$ cat src/rtl/bonsai_pkg.sv
// Shared definitions for the bonsai sort pipeline (run splitter and merger).
package bonsai_pkg;
  localparam int unsigned WIDTH      = 32;
  localparam int unsigned TERMINATOR = 0;

  typedef enum logic {
    S_RUN   = 1'b0,
    S_TERM2 = 1'b1
  } split_state_t;
endpackage

$ cat src/rtl/run_splitter_if.sv
// Input FIFO pop port plus the two output FIFO write ports of the run splitter.
interface run_splitter_if #(
  parameter int unsigned WIDTH = bonsai_pkg::WIDTH
);
  logic [WIDTH-1:0] i_fifo_in;
  logic             i_fifo_in_empty;
  logic             o_fifo_in_read;
  logic             i_fifo_1_ready;
  logic             o_fifo_1_write;
  logic [WIDTH-1:0] o_data_1;
  logic             i_fifo_2_ready;
  logic             o_fifo_2_write;
  logic [WIDTH-1:0] o_data_2;

  modport master (
    input  i_fifo_in, i_fifo_in_empty, i_fifo_1_ready, i_fifo_2_ready,
    output o_fifo_in_read, o_fifo_1_write, o_data_1, o_fifo_2_write, o_data_2
  );

  modport slave (
    output i_fifo_in, i_fifo_in_empty, i_fifo_1_ready, i_fifo_2_ready,
    input  o_fifo_in_read, o_fifo_1_write, o_data_1, o_fifo_2_write, o_data_2
  );
endinterface

$ cat src/rtl/run_splitter.sv
// Splits a terminated key stream into ascending runs, alternating them between
// two output FIFOs; the terminator is copied to output 1 and then output 2.
module run_splitter
  import bonsai_pkg::*;
#(
  parameter int unsigned WIDTH   = bonsai_pkg::WIDTH,
  parameter int unsigned COUNT_W = 16
) (
  input  logic               i_clk,
  input  logic               i_rst,
  run_splitter_if.master     bus,
  output logic [COUNT_W-1:0] o_run_count,
  output logic               o_stream_done
);

  split_state_t     r_state, w_next_state;
  logic             r_dest;    // 0 selects output 1, 1 selects output 2
  logic             r_first;
  logic [WIDTH-1:0] r_prev;

  logic [WIDTH-1:0] w_key;
  logic             w_is_term;
  logic             w_tgt;
  logic             w_tgt_ready;
  logic             w_adv;
  logic             w_term_done;

  assign w_key       = bus.i_fifo_in;
  assign w_is_term   = (w_key == WIDTH'(TERMINATOR));
  assign w_tgt       = (r_first || (w_key >= r_prev)) ? r_dest : ~r_dest;
  assign w_tgt_ready = w_tgt ? bus.i_fifo_2_ready : bus.i_fifo_1_ready;

  assign bus.o_data_1 = (r_state == S_RUN) ? w_key : '0;
  assign bus.o_data_2 = (r_state == S_RUN) ? w_key : '0;

  always_comb begin
    w_next_state       = r_state;
    bus.o_fifo_in_read = 1'b0;
    bus.o_fifo_1_write = 1'b0;
    bus.o_fifo_2_write = 1'b0;
    w_adv              = 1'b0;
    w_term_done        = 1'b0;
    if (!i_rst) begin
      unique case (r_state)
        S_RUN: begin
          if (!bus.i_fifo_in_empty) begin
            if (w_is_term) begin
              if (bus.i_fifo_1_ready) begin
                bus.o_fifo_in_read = 1'b1;
                bus.o_fifo_1_write = 1'b1;
                w_next_state       = S_TERM2;
              end
            end else if (w_tgt_ready) begin
              bus.o_fifo_in_read = 1'b1;
              bus.o_fifo_1_write = ~w_tgt;
              bus.o_fifo_2_write = w_tgt;
              w_adv              = 1'b1;
            end
          end
        end
        S_TERM2: begin
          if (bus.i_fifo_2_ready) begin
            bus.o_fifo_2_write = 1'b1;
            w_term_done        = 1'b1;
            w_next_state       = S_RUN;
          end
        end
        default: w_next_state = S_RUN;
      endcase
    end
  end

  always_ff @(posedge i_clk) begin
    if (i_rst) begin
      r_state       <= S_RUN;
      r_dest        <= 1'b0;
      r_first       <= 1'b1;
      r_prev        <= '0;
      o_run_count   <= '0;
      o_stream_done <= 1'b0;
    end else begin
      r_state       <= w_next_state;
      o_stream_done <= w_term_done;
      if (w_adv) begin
        r_prev  <= w_key;
        r_dest  <= w_tgt;
        r_first <= 1'b0;
        // First key of a stream restarts the count; a destination flip starts a new run.
        if (r_first) begin
          o_run_count <= COUNT_W'(1);
        end else if ((w_tgt != r_dest) && (o_run_count != '1)) begin
          o_run_count <= o_run_count + 1'b1;
        end
      end
      if (w_term_done) begin
        r_dest  <= 1'b0;
        r_first <= 1'b1;
      end
    end
  end

endmodule

$ cat src/flat_wrapper.sv
// flat-port wrapper written by rule: the top's interface ports become plain ports
module run_splitter_flat import bonsai_pkg::*;
#(
  parameter int unsigned WIDTH   = bonsai_pkg::WIDTH,
  parameter int unsigned COUNT_W = 16
)
  (i_clk, i_rst, o_run_count, o_stream_done, bus_i_fifo_in, bus_i_fifo_in_empty, bus_i_fifo_1_ready, bus_i_fifo_2_ready, bus_o_fifo_in_read, bus_o_fifo_1_write, bus_o_data_1, bus_o_fifo_2_write, bus_o_data_2);
  run_splitter_if #(.WIDTH(WIDTH)) bus_i ();
  input  logic i_clk;
  input  logic i_rst;
  output logic [COUNT_W-1:0] o_run_count;
  output logic o_stream_done;
  input wire logic [$bits(bus_i.i_fifo_in)-1:0] bus_i_fifo_in;
  input wire logic [$bits(bus_i.i_fifo_in_empty)-1:0] bus_i_fifo_in_empty;
  input wire logic [$bits(bus_i.i_fifo_1_ready)-1:0] bus_i_fifo_1_ready;
  input wire logic [$bits(bus_i.i_fifo_2_ready)-1:0] bus_i_fifo_2_ready;
  output wire logic [$bits(bus_i.o_fifo_in_read)-1:0] bus_o_fifo_in_read;
  output wire logic [$bits(bus_i.o_fifo_1_write)-1:0] bus_o_fifo_1_write;
  output wire logic [$bits(bus_i.o_data_1)-1:0] bus_o_data_1;
  output wire logic [$bits(bus_i.o_fifo_2_write)-1:0] bus_o_fifo_2_write;
  output wire logic [$bits(bus_i.o_data_2)-1:0] bus_o_data_2;
  assign bus_i.i_fifo_in = bus_i_fifo_in;
  assign bus_i.i_fifo_in_empty = bus_i_fifo_in_empty;
  assign bus_i.i_fifo_1_ready = bus_i_fifo_1_ready;
  assign bus_i.i_fifo_2_ready = bus_i_fifo_2_ready;
  assign bus_o_fifo_in_read = bus_i.o_fifo_in_read;
  assign bus_o_fifo_1_write = bus_i.o_fifo_1_write;
  assign bus_o_data_1 = bus_i.o_data_1;
  assign bus_o_fifo_2_write = bus_i.o_fifo_2_write;
  assign bus_o_data_2 = bus_i.o_data_2;
  run_splitter #(.WIDTH(WIDTH), .COUNT_W(COUNT_W)) u_core (.i_clk(i_clk), .i_rst(i_rst), .bus(bus_i), .o_run_count(o_run_count), .o_stream_done(o_stream_done));
endmodule
$ cat config.mk
export PLATFORM = sky130hd
export DESIGN_NAME = run_splitter_flat
export DESIGN_NICKNAME = d
export VERILOG_FILES = /design/src/rtl/bonsai_pkg.sv /design/src/rtl/run_splitter_if.sv /design/src/rtl/run_splitter.sv /design/src/flat_wrapper.sv
export SDC_FILE = /design/constraint.sdc
export NUM_CORES = 1
export LEC_CHECK = 0
export ABC_AREA = 1
export CAP_MARGIN = 20
export CORE_ASPECT_RATIO = 0.75
export CORE_UTILIZATION = 48
export CTS_BUF_LIST = sky130_fd_sc_hd__clkbuf_8
export DETAILED_ROUTE_END_ITERATION = 6
export PLACE_DENSITY_LB_ADDON = 0.08
export SKIP_CTS_REPAIR_TIMING = 1
export SLEW_MARGIN = 20
export SYNTH_ARGS = -nofsm -noshare
export SYNTH_HDL_FRONTEND = slang
export SYNTH_SLANG_ARGS = --single-unit
$ cat constraint.sdc
create_clock -name i_clk -period 2.4 [get_ports i_clk]
set_input_delay 0.24 -clock i_clk [delete_from_list [all_inputs] [get_ports i_clk]]
set_output_delay 0.24 -clock i_clk [all_outputs]
set_load 0.1 [all_outputs]
Yosys cells after proc, flatten, opt, wreduce, memory -nomap -nowiden
Index checks and enable logic that the tools add are counted.
{"block": "word_totals", "reg_bits": 52, "latch_bits": 0, "ram_bits": 0, "romBits": 0, "n_memories": 0}
{"block": "classes", "n_addsub": 1, "multipliers": 0, "div": 0, "n_lt_le_gt_ge": 1, "n_eq_ne": 2, "n_shift": 0, "mux": 32, "bitwise": 3, "n_reduce_logical": 6}
{"operator": ">= comparator 32 bit", "count": 1}
{"operator": "zero test 32 bit", "count": 1}
{"operator": "2-to-1 mux 16 bit", "count": 2}
{"operator": "2-to-1 mux 32 bit", "count": 1}
{"operator": "2-to-1 mux 1 bit", "count": 27}
{"operator": "adder 16 x 1 -> 16 bit, second input constant", "count": 1}
{"operator": "!= test 16 bit, second input constant", "count": 1}
{"operator": "one-hot mux 1 bit (2 select lines)", "count": 2}
{"operator": "inverter 1 bit", "count": 3}
{"operator": "AND reduction 2 bit", "count": 1}
{"operator": "nonzero test 2 bit", "count": 1}
{"operator": "OR reduction 2 bit", "count": 1}
{"operator": "logical AND 1 bit", "count": 1}
{"operator": "logical OR 1 bit", "count": 1}
{"operator": "!= test 1 bit", "count": 1}

Longest topological paths before layout
Gate-level depths: netlist (run 1).
{"block": "depth", "ltp_word": 10, "depth_mapped": 22, "ltp_nobuf": 21}

Worst setup path after synthesis (run 1)
No wires, ideal clock.
{"block": "synth_path", "path_type": "reg-to-output", "startpoint": "register u_core.r_prev[31]", "endpoint": "output port bus_o_fifo_2_write", "t_arrival_ns": 3.067, "required_ns": 2.160, "setup_slack_ns": -0.907, "path_stages_with_launch": 13, "path_cell_list": "dfxtp_1 > inv_1 > ha_1 > nand2_1 > nor2_1 > nand4_1 > a21oi_2 > nor2_4 > nand2_1 > nand2_1 > nand3_2 > nand4_1 > o22ai_1"}
{"block": "synth_via", "elab_chain_len": 9}
{"item": "start: declaration", "line": "run_splitter.sv:19", "source": "logic [WIDTH-1:0] r_prev;"}
{"item": "start signal: assignment", "line": "run_splitter.sv:85", "source": "r_prev <= w_key;"}
{"item": ">= comparator 32 bit *", "line": "run_splitter.sv:30", "source": "assign w_tgt = (r_first || (w_key >= r_prev)) ? r_dest : ~r_dest;"}
{"item": "logical OR 1 bit *", "line": "run_splitter.sv:30"}
{"item": "2-to-1 mux 1 bit *", "line": "run_splitter.sv:30"}
{"item": "2-to-1 mux 1 bit", "line": "run_splitter.sv:31", "source": "assign w_tgt_ready = w_tgt ? bus.i_fifo_2_ready : bus.i_fifo_1_ready;"}
{"item": "2-to-1 mux 1 bit *", "line": "run_splitter.sv:53", "source": "end else if (w_tgt_ready) begin"}
{"item": "2-to-1 mux 1 bit *", "line": "run_splitter.sv:47", "source": "if (w_is_term) begin"}
{"item": "2-to-1 mux 1 bit *", "line": "run_splitter.sv:46", "source": "if (!bus.i_fifo_in_empty) begin"}
{"item": "one-hot mux 1 bit (2 select lines) *", "line": "run_splitter.sv:44", "source": "unique case (r_state)"}
{"item": "2-to-1 mux 1 bit *", "line": "run_splitter.sv:43", "source": "if (!i_rst) begin"}
{"item": "end: declaration", "line": "flat_wrapper.sv:20", "source": "output wire logic [$bits(bus_i.o_fifo_2_write)-1:0] bus_o_fifo_2_write;"}
Every way passes the cells marked *; elsewhere a longest branch is shown, timed or not.

Worst setup path after layout (run 1)
{"block": "layout_path", "startpoint": "input port bus_i_fifo_in[30]", "endpoint": "output port bus_o_fifo_2_write"}
{"block": "layout_via", "elab_chain_len": 9}
{"item": "start: declaration", "line": "flat_wrapper.sv:13", "source": "input wire logic [$bits(bus_i.i_fifo_in)-1:0] bus_i_fifo_in;"}
{"item": ">= comparator 32 bit", "line": "run_splitter.sv:30"}
{"item": "logical OR 1 bit", "line": "run_splitter.sv:30"}
{"item": "2-to-1 mux 1 bit", "line": "run_splitter.sv:30"}
{"item": "2-to-1 mux 1 bit", "line": "run_splitter.sv:31"}
{"item": "2-to-1 mux 1 bit", "line": "run_splitter.sv:53"}
{"item": "2-to-1 mux 1 bit *", "line": "run_splitter.sv:47"}
{"item": "2-to-1 mux 1 bit *", "line": "run_splitter.sv:46"}
{"item": "one-hot mux 1 bit (2 select lines) *", "line": "run_splitter.sv:44"}
{"item": "2-to-1 mux 1 bit *", "line": "run_splitter.sv:43"}
Marked as above.

==> metrics.md, run 1 <==
| Metric | Value |
|---|---|
| Worst skew pair latency | 310 ps |
| Sequential-to-total area share from yosys stat | 28.47% |
| GPL Wtd Cong | 0.8982 |
| Worst Path Max Fanout | 4 |
| Type of the tightest min-delay check | input port to flip-flop |
| Fin crit period | 2832 ps |
| Final WS setup | -431.6 ps |
| Reg2Reg Depth | 17 |
| Antenna viol nets, final | 0 |
| Maxcap violations | 0 |
| Least-Margin Pin Slew | 617.0 ps |
| Mean Syn Cell Area | 6.758 µm² |
| Most common cell after layout, fill and taps aside | inv_1 |
| Flop2flop setup slack | -330 ps |
| All-Layer GR Usage | 26.39% |
| CTS H-tree depth | 2 |
| Power Density | 508.0 nW/µm² |
| Setup TNS Final | -10540 ps |
| Pin count of the biggest net entering global routing | 43 |
| Reg2reg start | u_core.r_prev[19] |
| Setup Viol. Count Final | 53 |
| Startpoint types | input port |
| Final Non-Filler Cells | 785 |
| Syn. warnings | 0 |
| Synthesized cell area | 3656 µm² |
| Largest family of logic cells by synthesized area | simple AND/OR/NAND/NOR gates |
| Worst r2r dst | u_core.r_prev[19] |
| Post-synthesis simple-gate area fraction | 25.87% |
| CP Capture Type | output pin |
| CTS tree | built |
| # clock sinks | 52 |
| Die height | 77.58 µm |
| Diodes inserted | 0 |
| Clock transition at the registers of the reported paths | 90 ps |
| Count of cell types in the netlist | 33 |
| Placed Area | 5663 µm² |
| Synth Register Bits | 52 |
| Vias per inst | 5.539 |
| DP Wirelength | 7868 µm |
| Fin. max-slew vios | 0 |
| Initial core utilization | 49.64% |
| Worst hold slack | 286.2 ps |
| First-pass GRT wire length | 16820 µm |
| Worst Setup EP | bus_o_fifo_2_write |
| Post-synthesis compound-gate area fraction | 13.86% |
| Leakage | 0.003017 µW |
| Row count | 27 |
| Final instance area | 6337 µm² |
| Clk_skew | 9.205 ps |
| Hold path depth | 3 |
| Post-synthesis xor/xnor area fraction | 0.7187% |
| Critical Path Source | bus_i_fifo_in[30] |
| Final net count | 753 |
| Gr ovfl total | 0 |
| Critical path arrival | 2590 ps |
| Tcrit/Tclk final | 118.0% |
| Vias | 4348 |
| DRC | 0 |
| Failing checks | setup timing |
| Die footprint | 7973 µm² |
| Post-Route WL | 13270 µm |
| Initial antenna violation count | 0 |
| DR WL/cell | 16.91 µm |
| RSZ-0062 raised after global routing | yes |
| Post-synthesis mux area share | 0% |
| Most frequent cells in the layout | 88 x inv_1, 71 x buf_12, 67 x nand2_1, 66 x buf_4, 61 x nor2_1 |
| Slew margin rel. | 58.81% |
| Post-Synthesis Cells | 541 |
| Hold violation total from the final report | 0 |
| Layout area overhead | 73.34% |
| Placed Cells | 758 |
| Critical Path RT | 2160 ps |
| Share of post-route cells with drive strength above 1 | 33.77% |
| CTS Buffer Depth | 2 |
| Drt pass-1 iters | 5 |
| Core box area | 7365 µm² |
| Setup CP Type | input port to output pin |
| Total CTS buffers | 5 |
| Number of global-route vias before repair | 3785 |
| Die width | 102.8 µm |
| Max rail drop VDD | 381.3 µV |
| Detailed Route Iter0 Violations | 408 |
| Status | complete, but fails checks |
| Buffers on Ports | 120 |
| Net count after synthesis | 611 |
| Adder-cell share of the synthesized area | 11.29% |
| Io pins | 121 |
| F_max | 353.2 MHz |
| CTS Root Cell | clkbuf_8 |
cells in the mapped netlist, drive strengths merged:
library cell	instances	area share, %
o21bai	2	0.41
a31oi	1	0.17
clkinv	2	0.21
nand3b	2	0.41
inv	95	9.8
o22ai	1	0.17
clkbuf	6	0.62
dfxtp	52	28
nor4	9	1.5
buf	45	9.2
xor2	3	0.72
o21ai	42	5.7
nand3	28	4.4
nor2	70	8.2
ha	33	11
nand2	80	8.4
a21oi	50	6.9
o211ai	1	0.21
nand4	10	1.7
o21a	1	0.21
nor3	8	1.2
how the worst min path moves through the flow:
stage | endpoint | startpoint
5_1_grt | u_core.r_prev[1] | bus_i_fifo_in[1]
6_report | u_core.r_prev[1] | bus_i_fifo_in[1]
3_3_place_gp | u_core.o_run_count[4] | u_core.o_run_count[4]
2_1_floorplan | u_core.o_stream_done | i_rst
3_5_place_dp | u_core.o_run_count[4] | u_core.o_run_count[4]
4_1_cts | u_core.o_run_count[4] | u_core.o_run_count[4]
registers in the layout, indices dropped and copies added, names as in the netlist:
name / flops
u_core.r_prev: 32
u_core.o_run_count: 16
u_core.o_stream_done: 1
u_core.r_dest: 1
u_core.r_first: 1
u_core.r_state: 1
where the power goes:
group / total (µW) / internal, µW / switching [µW]
Clock: 724 / 413 / 311
Combinational: 1530 / 587 / 942
Sequential: 967 / 927 / 40.1
Total: 3220 / 1930 / 1290
final cells by class:
| class | instances | area, µm² |
|---|---|---|
| Multi-Input combinational cell | 342 | 2142 |
| Tap cell | 101 | 126.4 |
| Fill cell | 397 | 1027 |
| Inverter | 97 | 364.1 |
| Timing Repair Buffer | 185 | 2505 |
| Clock inverter | 3 | 63.81 |
| Sequential cell | 52 | 1067 |
| Clock buffer | 5 | 68.82 |
critical path, cell delays in order:
cell	delay (ps)
clkdlybuf4s50_1	460
ha_1	320
nand2_2	70
nor2_2	120
nand4_1	200
nor2_2	210
nand2_4	110
nand2_4	110
nand2_2	60
nand3_2	100
nand4_1	180
o22ai_2	210
buf_12	200
metrics by stage:
step	total power [µW]	util (%)	worst slack (ps)
finish	3219	86.05	-431.6
global route	3347	86.05	-539.7
CTS	2993	78.70	-310.6
detailed placement	2283	76.89	-292.6
global placement	2252	76.89	-204.6
floorplan	1821	-	-300.0
cells by family after synthesis:
| family | Yosys count |
|---|---|
| AOI/OAI and AO/OA | 98 |
| DFF | 52 |
| buffers and inverters | 148 |
| and+or+nand+nor | 207 |
| adders and majority gates | 33 |
| xor gates and xnor gates | 3 |
per-layer routing:
metal | up-vias | GRT usage, % | routed length (µm)
met5 | - | 0 | 0
met4 | 0 | 8.592 | 563
met3 | 74 | 4.414 | 1221
met2 | 284 | 45.53 | 6395
met1 | 1996 | 33.09 | 5093
li1 | 1994 | - | -
Note: power is estimated with default switching activity, not from simulation.
==> run 2, diff against run 1 <==
CORE_UTILIZATION = 43   (was 48)
clock period = 2.6 ns   (was 2.4 ns; I/O delays follow)
==> run 2 against run 1 <==
The flow still finishes with violations (setup timing); die area rose by 11%; combinational power fell by 29%; core utilization fell by 22 points; cell count fell by 3.1%; largest cell class is now multi-input combinational cells.
==> metrics.md, run 2 (synthesis gave the netlist of run 1 again) <==
| Metric | Value |
|---|---|
| Fin crit period | 2611 ps |
| Io pins | 121 (unchanged) |
| Clk_skew | 11.31 ps (was 9.205 ps) |
| First-pass GRT wire length | 14630 µm (was 16820 µm) |
| Final WS setup | -10.50 ps (was -431.6 ps) |
| Total chip power | 2461 µW (was 3219 µW) |
| CP cell instances | clkdlybuf4s50_1 -> ha_1 -> nand2_1 -> nor3_2 -> nand2_1 -> nand2_2 -> nand2_4 -> nand2_2 -> nand2_2 -> nand3_2 -> nand4_1 -> o22ai_2 -> buf_12 (was clkdlybuf4s50_1 -> ha_1 -> nand2_2 -> nor2_2 -> nand4_1 -> nor2_2 -> nand2_4 -> nand2_4 -> nand2_2 -> nand3_2 -> nand4_1 -> o22ai_2 -> buf_12) |
| Post-Route WL | 9494 µm (was 13270 µm) |
| CTS H-tree depth | 2 (unchanged) |
| Critical Path Source | bus_i_fifo_in[13] (was bus_i_fifo_in[30]) |
| DR WL met2 | 4466 µm (was 6395 µm) |
| Routed met1 length | 4528 µm (was 5093 µm) |
| CP max stage cell | clkdlybuf4s50_1 (unchanged) |
| HP Start | bus_i_fifo_in[26] (was bus_i_fifo_in[1]) |
| Antenna viol nets, final | 0 (unchanged) |
| Least-Margin Pin Slew | 435.2 ps (was 617.0 ps) |
| Failing checks | setup timing (unchanged) |
| Initial antenna violation count | 0 (unchanged) |
| Max rail drop VDD | 273.0 µV (was 381.3 µV) |
| Gr ovfl total | 0 (unchanged) |
| Drt pass-1 iters | 4 (was 5) |
| All-Layer GR Usage | 20.79% (was 26.39%) |
| Uppermost layer routed | met4 (unchanged) |
| Critical path arrival | 2350 ps (was 2590 ps) |
| Layout area overhead | 40.79% (was 73.34%) |
| Core box area | 8058 µm² (was 7365 µm²) |
| CTS tree | built (unchanged) |
| CP Capture Type | output pin (unchanged) |
| Top Registers | u_core.r_prev: 32 flops, u_core.o_run_count: 16 flops (unchanged) |
| Row count | 28 (was 27) |
| # clock sinks | 52 (unchanged) |
| CTS Buffer Depth | 2 (unchanged) |
| RSZ-0062 raised after global routing | yes (unchanged) |
| Number of global-route vias before repair | 3262 (was 3785) |
| Die width | 108.5 µm (was 102.8 µm) |
| Most frequent cells in the layout | 116 x buf_4, 88 x inv_1, 70 x nand2_1, 61 x nor2_1, 44 x a21oi_1 (was 88 x inv_1, 71 x buf_12, 67 x nand2_1, 66 x buf_4, 61 x nor2_1) |
| Die height | 81.86 µm (was 77.58 µm) |
| Power Density | 478.1 nW/µm² (was 508.0 nW/µm²) |
| Total CTS buffers | 5 (unchanged) |
| Most common cell after layout, fill and taps aside | buf_4 (was inv_1) |
| Worst hold slack | 293.4 ps (was 286.2 ps) |
| Vias | 3630 (was 4348) |
| Type of the tightest min-delay check | input port to flip-flop (unchanged) |
| Vias per inst | 4.770 (was 5.539) |
| Slew margin rel. | 70.94% (was 58.81%) |
| Worst Path Buf+Inv | 2 (unchanged) |
| Maxcap violations | 0 (unchanged) |
| Buffers on Ports | 120 (unchanged) |
| Fin. max-slew vios | 0 (unchanged) |
| Setup Viol. Count Final | 1 (was 53) |
| Largest stage delay, worst path | 440 ps (was 460 ps) |
| Critical Path RT | 2340 ps (was 2160 ps) |
| Final net count | 725 (was 753) |
| CTS Root Cell | clkbuf_8 (unchanged) |
| Reg2reg start | u_core.r_prev[7] (was u_core.r_prev[19]) |
| Setup CP Type | input port to output pin (unchanged) |
| Detailed Route Iter0 Violations | 123 (was 408) |
| Most common cell type on the critical path | nand2_2 |
| Diodes inserted | 0 (unchanged) |
| Share of post-route cells with drive strength above 1 | 30.34% (was 33.77%) |
| Die footprint | 8879 µm² (was 7973 µm²) |
| GPL Wtd Cong | 0.8595 (was 0.8982) |
| Pin count of the biggest net entering global routing | 42 (was 43) |
| DR WL/cell | 12.48 µm (was 16.91 µm) |
| DRC | 0 (unchanged) |
| Clock transition at the registers of the reported paths | 100 ps (was 90 ps) |
| Met3 routed WL | 419 µm (was 1221 µm) |
| Tcrit/Tclk final | 100.4% |
| Largest register by flop count | u_core.r_prev (unchanged) |
| Status | complete, but fails checks (unchanged) |
| Number of flip-flops in the largest register | 32 (unchanged) |
| DP Wirelength | 7065 µm (was 7868 µm) |
| Final core occ | 63.88% (was 86.05%) |
| Worst Path Max Fanout | 4 (unchanged) |
| Initial core utilization | 45.37% (was 49.64%) |
| F_max | 383.1 MHz |
| Delay-heaviest family, CP | simple AND/OR/NAND/NOR gates (unchanged) |
| Leakage | 0.002604 µW (was 0.003017 µW) |
| Worst skew pair latency | 310 ps (about the same) |
| Startpoint types | input port (unchanged) |
| Hold violation total from the final report | 0 (unchanged) |
[run 2: changes by cell type in the layout (fill, tap and decap cells not counted), moves of 3 or more]
cell | before | now
o21ai_1 | 20 | 10
buf_6 | 6 | 0
clkdlybuf4s50_1 | 28 | 18
nand2_1 | 67 | 70
o21ai_0 | 22 | 31
dlymetal6s2s_1 | 8 | 18
clkbuf_16 | 5 | 0
buf_4 | 66 | 116
buf_12 | 71 | 6
[run 2: final timing paths]
| path | end | slack [ps] | depth (start not counted) |
|---|---|---|---|
| max | bus_o_fifo_2_write | -10 | 13 |
| min | u_core.r_prev[26] | 290 | 3 |
| max reg2reg | u_core.o_run_count[0] | 200 | 20 |
| min reg2reg | u_core.o_run_count[4] | 510 | 2 |
[run 2: power by group]
part	switching [µW]	leakage (µW)	internal [µW]
registers	34.6	0.000432	857
logic	760	0.00213	329
clock network	290	0.0000404	191
[run 2: per-stage QoR]
| stage | setup slack, ps | TNS [ps] | cells | area, µm² |
|---|---|---|---|---|
| detailed placement | -135.3 | -2204 | 751 | 4775 |
| floorplan | -120.0 | -3665 | 541 | 3666 |
| global route | -131.1 | -243.1 | 761 | 5147 |
| global placement | -48.20 | -160.2 | 751 | 4775 |
| finish | -10.50 | -10.50 | 761 | 5147 |
| CTS | -128.1 | -254.5 | 759 | 4867 |
[run 2: per-layer routing]
metal  vias to the layer above  GRT usage [%]
li1                       1929              -
met1                      1603          27.23
met2                        90          36.27
met3                         8          3.254
met4                         0          4.189
met5                         -              0
[run 2: layout make-up]
class | instances | area [µm²]
clock inverters | 3 | 23.77
repair buffers | 158 | 1396
well taps | 105 | 131.4
inverters | 97 | 364.1
clock buffers | 5 | 68.82
flip-flops and latches | 52 | 1062
multi-input cells | 341 | 2101
fillers | 761 | 2910
[run 2: worst reg2reg max path: cells and delay by family (launching register included)]
kind | cells | cell delay (ps)
flip-flops | 1 | 330
buffers and inverters | 4 | 430
AND/OR/NAND/NOR | 15 | 1310
adder cells (fa/ha/maj) | 1 | 260
==> run 3, diff against run 2 <==
CORE_ASPECT_RATIO = 1.5   (was 0.75)
GPL_ROUTABILITY_DRIVEN = 0   (was unset)
==> run 3 against run 2 <==
The run still ends with setup timing left; clock-buffer cell count unchanged; register-to-register slack got worse by 30 ps; combinational power about the same; clock skew decreased by 2.2 ps; total power increased by 2.3%; maximum frequency decreased by 4.0%; setup slack got worse by 110 ps; sequential share of layout area decreased by 0.080 points; critical path type unchanged; critical endpoint unchanged; largest cell class unchanged; largest power group unchanged.
==> metrics.md, run 3 (synthesis gave the netlist of run 1 again) <==
| Metric | Value |
|---|---|
| Status | complete, but fails checks (unchanged) |
| Failing checks | setup timing (unchanged) |
| # clock sinks | 52 (unchanged) |
| DP Wirelength | 7045 µm (was 7065 µm) |
| Vias | 3750 (was 3630) |
| CP max stage cell | clkdlybuf4s50_1 (unchanged) |
| Drt pass-1 iters | 6 (was 4) |
| CTS Buffer Depth | 2 (unchanged) |
| Vias per inst | 4.864 (was 4.770) |
| Setup Viol. Count Final | 3 (was 1) |
| Clk_skew | 9.144 ps (was 11.31 ps) |
| CTS tree | built (unchanged) |
| Power Density | 492.1 nW/µm² (was 478.1 nW/µm²) |
| Detailed Route Iter0 Violations | 142 (was 123) |
| Reg2Reg Depth | 20 (unchanged) |
| Clock transition at the registers of the reported paths | 90 ps (was 100 ps) |
| Initial antenna violation count | 0 (unchanged) |
| Layout area overhead | 40.01% (was 40.79%) |
| F_max | 367.8 MHz (was 383.1 MHz) |
| Die footprint | 8882 µm² (was 8879 µm²) |
| Flop2flop setup slack | 170 ps (was 200 ps) |
| Reg2reg start | u_core.r_prev[7] (unchanged) |
| Fin crit period | 2719 ps (was 2611 ps) |
| Post-Route WL | 9534 µm (was 9494 µm) |
| Row count | 40 (was 28) |
| RSZ-0062 raised after global routing | yes (unchanged) |
| First-pass GRT wire length | 15410 µm (was 14630 µm) |
| # fillers | 755 (was 761) |
| Placed Area | 4835 µm² (was 4775 µm²) |
| Setup CP Type | input port to output pin (unchanged) |
| DRC | 0 (unchanged) |
| Max rail drop VDD | 325.6 µV (was 273.0 µV) |
| Most frequent cells in the layout | 125 x buf_4, 92 x inv_1, 72 x nand2_1, 61 x nor2_1, 49 x a21oi_1 (was 116 x buf_4, 88 x inv_1, 70 x nand2_1, 61 x nor2_1, 44 x a21oi_1) |
| Worst Path Buf+Inv | 3 (was 2) |
| CP cell instances | clkdlybuf4s50_1 -> inv_1 -> ha_1 -> nand4_1 -> nor2_1 -> nor2_1 -> nand2_1 -> nand2_1 -> nand2_1 -> nand2_2 -> nand2_2 -> nand2_2 -> nand3_2 -> nand4_1 -> o22ai_2 -> buf_12 (was clkdlybuf4s50_1 -> ha_1 -> nand2_1 -> nor3_2 -> nand2_1 -> nand2_2 -> nand2_4 -> nand2_2 -> nand2_2 -> nand3_2 -> nand4_1 -> o22ai_2 -> buf_12) |
| Most common cell after layout, fill and taps aside | buf_4 (unchanged) |
| Fin. max-slew vios | 0 (unchanged) |
| Antenna viol nets, final | 0 (unchanged) |
| Delay-heaviest family, CP | simple AND/OR/NAND/NOR gates (unchanged) |
| Pin count of the biggest net entering global routing | 41 (was 42) |
| Largest register by flop count | u_core.r_prev (unchanged) |
| Die height | 114.9 µm (was 81.86 µm) |
| Maxcap violations | 0 (unchanged) |
| Worst Path Max Fanout | 4 (unchanged) |
| CP Capture Type | output pin (unchanged) |
| CTS H-tree depth | 2 (unchanged) |
| Number of flip-flops in the largest register | 32 (unchanged) |
| Type of the tightest min-delay check | input port to flip-flop (unchanged) |
| Number of global-route vias before repair | 3535 (was 3262) |
| Buffers on Ports | 120 (unchanged) |
| HP Start | bus_i_fifo_in[4] (was bus_i_fifo_in[26]) |
| CTS Root Cell | clkbuf_8 (unchanged) |
| Worst r2r dst | u_core.o_run_count[4] (was u_core.o_run_count[0]) |
| Critical path arrival | 2460 ps (was 2350 ps) |
| Gr ovfl total | 0 (unchanged) |
| Leakage | 0.002568 µW (was 0.002604 µW) |
| Core box area | 8108 µm² (was 8058 µm²) |
| Worst hold endpoint | u_core.r_prev[4] (was u_core.r_prev[26]) |
| DR WL/cell | 12.37 µm (was 12.48 µm) |
| Worst path depth | 16 (was 13) |
| Final net count | 735 (was 725) |
| Die width | 77.29 µm (was 108.5 µm) |
| Share of post-route cells with drive strength above 1 | 27.78% (was 30.34%) |
| Least-Margin Pin Slew | 458.1 ps (was 435.2 ps) |
| Critical Path RT | 2340 ps (about the same) |
| Tcrit/Tclk final | 104.6% (was 100.4%) |
| Initial core utilization | 45.09% (was 45.37%) |
| Total CTS buffers | 5 (unchanged) |
| Diodes inserted | 0 (unchanged) |
| Slew margin rel. | 69.18% (was 70.94%) |
| Setup TNS Final | -193.7 ps (was -10.50 ps) |
| All-Layer GR Usage | 21.09% (was 20.79%) |
| Final instance area | 5119 µm² (was 5147 µm²) |
| Worst skew pair latency | 310 ps (about the same) |
| Io pins | 121 (unchanged) |
| Startpoint types | input port (unchanged) |
| Final WS setup | -118.9 ps (was -10.50 ps) |
| Largest stage delay, worst path | 470 ps (was 440 ps) |
| Top Registers | u_core.r_prev: 32 flops, u_core.o_run_count: 16 flops (unchanged) |
| Hold violation total from the final report | 0 (unchanged) |
| Hold path depth | 4 (was 3) |
-- run 3: layout make-up --
class / count / area (µm²) / area share (%)
tap: 105 / 131.4 / 2.567
inverter: 97 / 364.1 / 7.113
clock inverter: 3 / 38.79 / 0.7578
multi-input combinational: 342 / 2022 / 39.50
clock buffer: 5 / 68.82 / 1.344
timing repair buffer: 167 / 1441 / 28.16
sequential: 52 / 1052 / 20.56
-- run 3: per-layer routing --
layer	GRT usage, %	vias up	wire, µm
li1	-	1947	-
met4	5.283	0	81
met3	3.413	5	377
met5	0	-	0
met1	23.96	1719	3997
met2	40.41	79	5078
-- run 3: worst max-delay path by stage --
stage,start,end,slack [ps]
2_1_floorplan,u_core.r_state,bus_o_data_2[1],-120
3_3_place_gp,bus_i_fifo_in[31],bus_o_fifo_2_write,-160
3_5_place_dp,bus_i_fifo_in[31],u_core.o_run_count[1],-240
4_1_cts,bus_i_fifo_in[31],bus_o_fifo_1_write,-240
5_1_grt,u_core.r_prev[6],bus_o_fifo_2_write,-290
6_report,bus_i_fifo_in[0],bus_o_fifo_2_write,-120
-- run 3: power by group --
group	switching [µW]	leakage [µW]	total (µW)	internal, µW
Sequential	31.0	0.000430	886	855
Clock	278	0.0000593	561	282
Combinational	749	0.00208	1070	324
Total	1060	0.00257	2520	1460
-- run 3: per-stage QoR --
step / setup slack (ps) / instances / total power, µW / hold slack (ps) / utilization [%]
6_report: -118.9 / 771 / 2519 / 370.3 / 63.13
2_1_floorplan: -120.0 / 541 / 1682 / 332.4 / -
3_3_place_gp: -163.5 / 759 / 1918 / 470.6 / 59.63
5_1_grt: -289.7 / 771 / 2645 / 403.5 / 63.13
3_5_place_dp: -236.3 / 759 / 1936 / 480.9 / 59.63
4_1_cts: -242.7 / 767 / 2495 / 497.2 / 60.96
-- run 3: worst reg2reg max path: cells and delay by family (launching register included) --
family	cells	cell delay [ps]
AND/OR/NAND/NOR	15	1320
buffers and inverters	4	450
flip-flops	1	330
adder cells (fa/ha/maj)	1	260
